[config.mk]
export PLATFORM = sky130hd
export DESIGN_NAME = fp_to_twos_comp_decoder
export DESIGN_NICKNAME = d
export VERILOG_FILES = /design/src/rtl/fp_conv_pkg.sv /design/src/rtl/sm_to_twos_comp.sv /design/src/rtl/fp_to_twos_comp_decoder.sv
export SDC_FILE = /design/constraint.sdc
export NUM_CORES = 1
export LEC_CHECK = 0
export ABC_AREA = 1
export CORE_UTILIZATION = 45
export DETAILED_ROUTE_END_ITERATION = 8
export GPL_ROUTABILITY_DRIVEN = 1
export HOLD_SLACK_MARGIN = 0.02
export PLACE_DENSITY = 0.78
export SKIP_LAST_GASP = 1
export SLEW_MARGIN = 20
export SYNTH_ARGS = -nofsm -noshare
export SYNTH_HDL_FRONTEND = slang
export SYNTH_SLANG_ARGS = --single-unit
[constraint.sdc]
create_clock -name clk -period 1.4 [get_ports clk]
set_input_delay 0.28 -clock clk [delete_from_list [all_inputs] [get_ports clk]]
set_output_delay 0.28 -clock clk [all_outputs]
set_load 0.005 [all_outputs]
[src/rtl/fp_conv_pkg.sv]
// rtl/fp_conv_pkg.sv - shared constants and fp8 word type for the fp8 <-> two's-complement converters
package fp_conv_pkg;

    localparam int DATA_W  = 12;
    localparam int EXP_W   = 3;
    localparam int FRAC_W  = 4;
    localparam int MAG_W   = 11;
    localparam int MAX_MAG = 1920;

    typedef struct packed {
        logic              sign;
        logic [EXP_W-1:0]  exp;
        logic [FRAC_W-1:0] frac;
    } fp8_t;

endpackage

[src/rtl/sm_to_twos_comp.sv]
// rtl/sm_to_twos_comp.sv - combinational sign-magnitude to two's-complement conversion
module sm_to_twos_comp #(
    parameter int MAG_W  = fp_conv_pkg::MAG_W,
    parameter int DATA_W = fp_conv_pkg::DATA_W
) (
    input  logic              sign,
    input  logic [MAG_W-1:0]  mag,
    output logic [DATA_W-1:0] d
);

    logic [DATA_W-1:0] ext;

    always_comb begin
        ext = {{(DATA_W-MAG_W){1'b0}}, mag};
        // A zero magnitude always yields plain zero; there is no negative zero.
        if (mag == '0)
            d = '0;
        else if (sign)
            d = ~ext + DATA_W'(1);
        else
            d = ext;
    end

endmodule

[src/rtl/fp_to_twos_comp_decoder.sv]
// rtl/fp_to_twos_comp_decoder.sv - 2-stage valid/ready decoder from fp8 {S,E,F} to 12-bit two's complement
module fp_to_twos_comp_decoder #(
    parameter int DATA_W = 12,
    parameter int EXP_W  = 3,
    parameter int FRAC_W = 4,
    parameter int CNT_W  = 16
) (
    input  logic              clk,
    input  logic              rst,
    input  logic              in_valid,
    output logic              in_ready,
    input  logic              S,
    input  logic [EXP_W-1:0]  E,
    input  logic [FRAC_W-1:0] F,
    output logic              out_valid,
    input  logic              out_ready,
    output logic [DATA_W-1:0] D,
    output logic              neg_zero,
    output logic [CNT_W-1:0]  conv_count
);

    import fp_conv_pkg::*;

    // Widest magnitude is the significand shifted by the largest exponent.
    localparam int MW = FRAC_W + (1 << EXP_W) - 1;

    fp8_t              in_word;
    logic [MW-1:0]     mag_next;
    logic              s1_valid;
    logic              s1_sign;
    logic [MW-1:0]     s1_mag;
    logic              s1_nz;
    logic              s1_load;
    logic              s2_load;
    logic [DATA_W-1:0] d_next;

    assign in_word  = '{sign: S, exp: E, frac: F};
    assign mag_next = {{(MW-FRAC_W){1'b0}}, in_word.frac} << in_word.exp;

    assign s2_load  = !out_valid || out_ready;
    assign s1_load  = !s1_valid || s2_load;
    assign in_ready = s1_load;

    always_ff @(posedge clk or posedge rst) begin
        if (rst) begin
            s1_valid <= 1'b0;
            s1_sign  <= 1'b0;
            s1_mag   <= '0;
            s1_nz    <= 1'b0;
        end else if (s1_load) begin
            s1_valid <= in_valid;
            // Bubbles leave the held payload untouched.
            if (in_valid) begin
                s1_sign <= in_word.sign;
                s1_mag  <= mag_next;
                s1_nz   <= in_word.sign && (in_word.frac == '0);
            end
        end
    end

    sm_to_twos_comp #(
        .MAG_W  (MW),
        .DATA_W (DATA_W)
    ) u_sign (
        .sign (s1_sign),
        .mag  (s1_mag),
        .d    (d_next)
    );

    always_ff @(posedge clk or posedge rst) begin
        if (rst) begin
            out_valid <= 1'b0;
            D         <= '0;
            neg_zero  <= 1'b0;
        end else if (s2_load) begin
            out_valid <= s1_valid;
            if (s1_valid) begin
                D        <= d_next;
                neg_zero <= s1_nz;
            end
        end
    end

    always_ff @(posedge clk or posedge rst) begin
        if (rst)
            conv_count <= '0;
        else if (out_valid && out_ready)
            conv_count <= conv_count + CNT_W'(1);
    end

endmodule
Word level (Yosys, flattened, before mapping)
Cells that the tools add are included.
Operators by class
  multiplexer cells: 2
  bitwise gates (word level): 1
  add/subtract/negate cells: 2
  reduce and logical (&&, ||, !) cells: 10
  shift operators: 1
Operator list (count)
  $mux W12: 2
  $add A16 B1 Y16 const B: 1
  $add A12 B1 Y12 const B: 1
  $not A11 Y12: 1
  $logic_not A11 Y1: 1
  $shl A4 B3 Y11: 1
  $logic_not A4 Y1: 1
  $reduce_and A2 Y1: 2
  $logic_and A1 B1 Y1: 2
  $logic_not A1 Y1: 2
  $logic_or A1 B1 Y1: 2
Word-level totals
  output and inout bits: 31
  bits in registers: 44
  word-level logic and storage cells: 24
  bits of input ports: 12

Longest topological paths before layout
Gate-level depths: netlist of the first run.
  depth after elaboration: 4
  gate-level depth with buffers: 10
  gate-level depth less buffers: 10

Modules after synthesis
A second synthesis of the first run with hierarchy kept.
Unflattened totals
  cell total of the unflattened synthesis: 294
  area, all modules: 2416.1 um^2
By module, submodules not included
  fp_to_twos_comp_decoder: cells an instance 215, seq. area each 1101.1 um^2, area an instance 2030.7 um^2, times used 1
  sm_to_twos_comp: cells an instance 79, seq. area each 0.0 um^2, area an instance 385.4 um^2, times used 1

Worst setup path before layout of the first run
No wires, ideal clock.
  path type: reg2reg
  start: reg s1_mag[0]
  end: reg D[9]
  slack: 114 ps
  cell stages (with the launch flop): 10
  data required time: 1283 ps
  clock period less this slack: 1286 ps
  setup time: 117 ps
  buffers on the path: 0
  arrival time: 1168 ps
  cell sequence: dfrtp_1 inv_1 ha_1 nand2_1 nor2_1 nand3_1 nand2_1 inv_2 nand3_1 nand2_1
Between the ends
  cells in the longest elaborated chain, start to end: 4
  elaborated cells between the ends (all ways): 5
  classes of those cells: 1 x add/sub; 2 x mux; 1 x bitwise; 1 x reduce/logical
RTL lines
  start: declaration: line fp_to_twos_comp_decoder.sv:31  | logic [MW-1:0] s1_mag;
  start signal: assignment: line fp_to_twos_comp_decoder.sv:55  | s1_mag <= mag_next;
  $not A11 Y12: line sm_to_twos_comp.sv:19  | d = ~ext + DATA_W'(1);
  $add A12 B1 Y12: line sm_to_twos_comp.sv:19
  $mux W12: line sm_to_twos_comp.sv:18  | else if (sign)
  $mux W12 (*): line sm_to_twos_comp.sv:16  | if (mag == '0)
  end signal: assignment: line fp_to_twos_comp_decoder.sv:78  | D <= d_next;
  end: declaration: line fp_to_twos_comp_decoder.sv:17  | output logic [DATA_W-1:0] D,
Every way passes the cells marked *; elsewhere a longest branch is shown, timed or not.
A chain may end at the register's enable or synchronous reset.

Final worst setup path of the first run
  start: reg s1_mag[1]
  end: reg D[8]
Same word-level chain as after synthesis.

==> results of run 1 <==
[per-stage QoR]
step | hold slack (ns) | worst slack, ns
after floorplan | 0.419 | 0.0889
after global placement | 0.468 | -0.255
after detailed placement | 0.465 | -0.267
after CTS | 0.360 | -0.0282
after global routing | 0.393 | -0.0314
final | 0.346 | 0.0542
[cell usage in the layout (no fill, tap or decap), drive strengths merged]
| cell | n |
|---|---|
| clkinv | 1 |
| buf | 49 |
| nor3 | 2 |
| o21ai | 23 |
| dfrtp | 44 |
| nor2 | 23 |
| ha | 2 |
| o211ai | 3 |
| dlymetal6s2s | 1 |
| mux2 | 1 |
| nand3 | 22 |
| or2 | 1 |
| inv | 40 |
| nand2 | 88 |
| dlygate4sd2 | 30 |
| o22ai | 5 |
| clkbuf | 9 |
| xor2 | 7 |
| a21oi | 2 |
| nand4 | 4 |
| clkdlybuf4s50 | 10 |
| xnor2 | 6 |
[sequential cells by signal (all words and copies together) (netlist names)]
name        flops
s1_nz           1
out_valid       1
conv_count     16
neg_zero        1
s1_sign         1
s1_mag         11
s1_valid        1
D              12
[final timing paths]
path	depth (start not counted)	to	from	slack [ns]
setup / recovery	8	D[8]	s1_mag[1]	0.05
hold / removal	3	conv_count[14]	rst	0.35
hold reg to reg	2	D[9]	D[9]	0.48
setup reg to reg	8	D[8]	s1_mag[1]	0.05
max in group asynchronous	3	s1_sign	rst	0.83
min in group clk	5	s1_valid	out_ready	0.40
[worst reg2reg max path, delay by kind of cell, from the launching register on]
kind,cells,cell delay (ns)
simple gates,5,0.51
flops,1,0.39
buf+inv,2,0.19
fa+ha+maj,1,0.14
[where the power goes]
group          switching (mW)  internal [mW]  total (mW)
Sequential              0.169           1.52        1.69
Clock                   0.406          0.402       0.808
Combinational           0.696          0.763        1.46
[cells by family after synthesis]
kind of cell / synth area share, %
and+or+nand+nor: 29.0
buffers and inverters: 7.68
DFF: 48.6
AOI/OAI and AO/OA: 8.07
xor gates and xnor gates: 5.03
adders and majority gates: 1.10
muxes: 0.497
[area by class of cell]
type / count / share of cell area (%)
Inverter: 41 / 4.75
Timing Repair Buffer: 91 / 23.5
Tap cell: 67 / 2.59
Clock buffer: 8 / 2.78
Multi-Input combinational cell: 189 / 32.4
Sequential cell: 44 / 34.0
[layer usage]
| layer | GRT usage, % | vias to the layer above |
|---|---|---|
| met5 | 0 | - |
| met4 | 9.37 | 0 |
| met3 | 3.59 | 9 |
| met2 | 39.7 | 45 |
| met1 | 21.9 | 977 |
| li1 | - | 1064 |
[timing repair]
action	4_1_cts	5_1_grt
endpoints found under the setup margin	40	15
pin swaps	3	8
hold buffers	0	0
setup buffers	24	2
resized for setup	37	15
==> flow_metrics.tcl, run 1 <==
set metrics [dict create \
    numPortBuffers 42 \
    max_clock_freq_mhz 743 \
    end_kind "register" \
    grt_max_degree 45 \
    fin_crit_ns 1.35 \
    postRouteWirelength_um 4930 \
    grt.total_usage_pct 20.7 \
    die_x_um 72.9 \
    ys_types 27 \
    tns_ns 0 \
    yosys-top-cells-count "81 x nand2_1, 44 x dfrtp_1, 28 x inv_1, 21 x nand3_1, 14 x nor2_1" \
    routabilityCongestion 0.832 \
    critPathBufInv 2 \
    rows 25 \
    via_count 2095 \
    seq_area_frac_synth_pct 48.6 \
    clk_pin_slew_ns 0.08 \
    grt_pass1_wl_um 8490 \
    drcViolationCount 0 \
    post_dp_cell_area_mm2 0.00295 \
    root_buffer "clkbuf_8" \
    fin_crit_sh_pct 96.1 \
    dr.pass1.iters 4 \
    cts_buffers 5 \
    cts.sinks 44 \
    status "completed" \
    yosysMostFrequentCell "nand2_1" \
    postSynthCellCount 278 \
    final_util_pct 67.7 \
    grt_setup_unrepaired "yes" \
    fin_skew_ns 0.00397 \
    wl_per_cell_um 11.2 \
    slew_headroom_pct 76.1 \
    synth-seq-cells 44 \
    gr-total-overflow 0 \
    grt_pass1_vias 2096 \
    hold_viol 0 \
    start_kind "register" \
    design.core.area_mm2 0.00479 \
    n_antenna_cell 0 \
    final_cells 440 \
    setup_viol_count_final 0 \
    critPathTopFamily "simple AND/OR/NAND/NOR gates" \
    synth_area_per_cell_um2 8.15 \
    cpPeakStageDelay_ns 0.39 \
    path_cells "inv_2 > ha_4 > buf_4 > nand4_1 > nand2_2 > nand3_1 > nand3_1 > nand2_1" \
    synth_top_cell_area_share_pct 48.6 \
    postSynth.asyncResetShare_pct 100 \
    min_path_type "input pin to async pin" \
    wl_met2_um 2700 \
    finalMaxSlewViolations 0 \
    synth_edf_count 0 \
    cts_tree "built" \
    synth-main-ff-cell "dfrtp_1" \
    worst_slew_pin_slew_ns 0.355 \
    power_density_mw_per_mm2 1220 \
    dp_hpwl_um 3580 \
    nFillCells 411 \
    regArea_mm2 0.00110 \
    worst_path_max_delay_cell "dfrtp_1" \
    htree_num_levels 2 \
    synth_largest_area_cell "dfrtp_1" \
    die_h_um 72.9 \
    drtAntennaViolNets 0 \
    cap_violations 0 \
    area_growth_pct 43.1 \
    crit_type "register to register" \
    crit_path_max_fanout 3 \
    clkLatencyLatePin_ns 0.29 \
    start_util_pct 47.3 \
    arrival_ns 1.53 \
    leakage_nw 1.73 \
    required_ns 1.59 \
    dieArea_mm2 0.00532 \
    irDropWorstVdd_uv 555 \
    multi_input_area_mm2 0.00105 \
    synthTopCellsByArea "dfrtp_1 49%, nand2_1 13%, inv_1 4.6%" \
    stdcell_area_mm2 0.00324 \
    top_layer "met4" \
    drt_iter0_drc 52 \
    ctsLongestPathBuffers 2 \
    antenna_found_initial 0 \
    wl_met1_um 2000 \
    met3_length_um 156 \
    drive_gt1_share_pct 26.5 \
    dp.cells 408 \
    ys_warn_count 0 \
    nNetsFinal 386 \
    cp_common_cell "nand3_1" \
    total_power_mw 3.96 \
    netlist_area_mm2 0.00226 \
    synthesis.nets 292 \
    boundaryPins 43 \
    viasPerCell 4.76 \
]
Power figures use the tool's default switching activity.
==> run 2: changes to the inputs <==
--- a/config.mk
+++ b/config.mk
@@ -6,6 +6,7 @@
 export NUM_CORES = 1
 export LEC_CHECK = 0
 export ABC_AREA = 1
+export ABC_CLOCK_PERIOD_IN_PS = 1400
 export CORE_UTILIZATION = 45
 export DETAILED_ROUTE_END_ITERATION = 8
 export GPL_ROUTABILITY_DRIVEN = 1
==> results of run 2 <==
No change in the layout: final DEF, timing and power equal those of run 1.
==> run 3: changes to the inputs <==
--- a/config.mk
+++ b/config.mk
@@ -6,7 +6,7 @@
 export NUM_CORES = 1
 export LEC_CHECK = 0
 export ABC_AREA = 1
-export ABC_CLOCK_PERIOD_IN_PS = 1400
+export ABC_CLOCK_PERIOD_IN_PS = 1600
 export CORE_UTILIZATION = 45
 export DETAILED_ROUTE_END_ITERATION = 8
 export GPL_ROUTABILITY_DRIVEN = 1
==> constraint.sdc (replaced) <==
create_clock -name clk -period 1.6 [get_ports clk]
set_input_delay 0.32 -clock clk [delete_from_list [all_inputs] [get_ports clk]]
set_output_delay 0.32 -clock clk [all_outputs]
set_load 0.005 [all_outputs]
==> flow_metrics.tcl, run 3 (same netlist as run 1, synthesis figures left out) <==
set metrics [dict create \
    fin_crit_ns 1.54 \
    top_regs "conv_count: 16 flops, D: 12 flops, s1_mag: 11 flops" \
    htree_num_levels 2 \
    top_register "conv_count" \
    nNetsFinal 357 \
    end_kind "primary output" \
    dp_hpwl_um 3430 \
    required_ns 1.28 \
    fin_skew_ns 0.00481 \
    area_growth_pct 32.7 \
    root_buffer "clkbuf_8" \
    cap_violations 0 \
    crit_type "register to primary output" \
    largest_register_ffs 16 \
    drtAntennaViolNets 0 \
    via_count 1967 \
    die_h_um 72.9 \
    regArea_mm2 0.00110 \
    final_cell_mix "80 x nand2_1, 42 x dfrtp_1, 41 x clkdlybuf4s50_1" \
    dp_worst_setup_slack_ns -0.139 \
    timing.critical_path.to "conv_count[11]" \
    hold_viol 0 \
    timing.rr.start "s1_mag[1]" \
    routabilityCongestion 0.844 \
    crit_cells 1 \
    multi_input_area_um2 992 \
    fin_crit_sh_pct 96.0 \
    drt_iter0_drc 72 \
    clkLatencyLatePin_ns 0.29 \
    setup_viol_count_final 0 \
    cpPeakStageDelay_ns 0.52 \
    cts_buffers 5 \
    power_density_mw_per_mm2 1110 \
    gr-total-overflow 0 \
    path_cells "clkdlybuf4s50_1" \
    layout_commonest_cell "nand2_1" \
    drive_gt1_share_pct 17.4 \
    ctsLongestPathBuffers 2 \
    start_util_pct 47.3 \
    post_dp_cell_area_mm2 0.00288 \
    irDropWorstVdd_uv 509 \
    tns_ns 0 \
    critPathTopFamily "buffers and inverters" \
    grt_max_degree 45 \
    dieArea_mm2 0.00532 \
    ctsHoldBuffers 0 \
    wl_per_cell_um 10.5 \
    ff2ff_path_depth 9 \
    crit_path_max_fanout 4 \
    setup_ws_ns 0.0639 \
    status "completed" \
    rows 25 \
    grt_pass1_vias 1816 \
    critPathBufInv 1 \
    postRouteWirelength_um 4330 \
    finalMaxSlewViolations 0 \
    start_kind "register" \
    grt_setup_unrepaired "no" \
    leakage_nw 1.49 \
    wl_met2_um 2260 \
    max_clock_freq_mhz 651 \
    numPortBuffers 42 \
    nFillCells 421 \
    cts.sinks 44 \
    wl_met1_um 1890 \
    grt_pass1_wl_um 7510 \
    antenna_found_initial 0 \
    dr.pass1.iters 4 \
    die_x_um 72.9 \
    stdcell_area_mm2 0.00301 \
    drcViolationCount 0 \
    top_layer "met4" \
    met3_length_um 114 \
    r2r-end "D[9]" \
    design.core.area_mm2 0.00479 \
    boundaryPins 43 \
    clk_pin_slew_ns 0.07 \
    viasPerCell 4.79 \
    crit_start "conv_count[11]" \
    slew_headroom_pct 75.3 \
    min_path_type "input pin to async pin" \
    arrival_ns 1.22 \
    cts_tree "built" \
    total_power_mw 3.33 \
    worst_path_max_delay_cell "clkdlybuf4s50_1" \
    grt.total_usage_pct 18.4 \
    worst_slew_pin_slew_ns 0.371 \
    r2r_slack_ns 0.17 \
    n_antenna_cell 0 \
]
==> run 3: layout make-up <==
class | count | share of cell area (%)
Inverter | 41 | 5.12
Sequential cell | 44 | 36.7
Timing Repair Buffer | 62 | 19.4
Clock buffer | 8 | 3.00
Multi-Input combinational cell | 189 | 33.0
Tap cell | 67 | 2.79
==> run 3: worst min-delay path by stage <==
stage	from	end	slack [ns]	depth (start not counted)
after floorplan	S	s1_sign	0.46	2
after global placement	D[10]	D[10]	0.47	2
after detailed placement	D[9]	D[9]	0.47	2
after CTS	rst	conv_count[7]	0.42	3
after global routing	rst	D[6]	0.43	3
final	rst	conv_count[7]	0.41	3
==> run 3: power by group <==
part           internal (mW)  total (mW)  switching [mW]
Clock                  0.352       0.693           0.341
Combinational          0.630        1.14           0.505
Sequential              1.33        1.50           0.172
==> run 3: what timing repair did <==
item                       4_1_cts  5_1_grt
setup endpoints to repair        2        6
setup buffers                    0        4
gates resized for setup          2        2
==> run 3: routing by layer <==
layer	vias up	GRT usage, %
met5	-	0
met4	0	7.84
met3	6	3.31
met2	37	34.1
met1	917	20.6
li1	1007	-
==> run 3: through the flow <==
| step | hold slack [ns] | std cells | util (%) |
|---|---|---|---|
| floorplan | 0.459 | 278 | - |
| global placement | 0.469 | 399 | 60.2 |
| detailed placement | 0.469 | 399 | 60.2 |
| CTS | 0.417 | 407 | 62.1 |
| global route | 0.432 | 411 | 62.8 |
| finish | 0.406 | 411 | 62.8 |
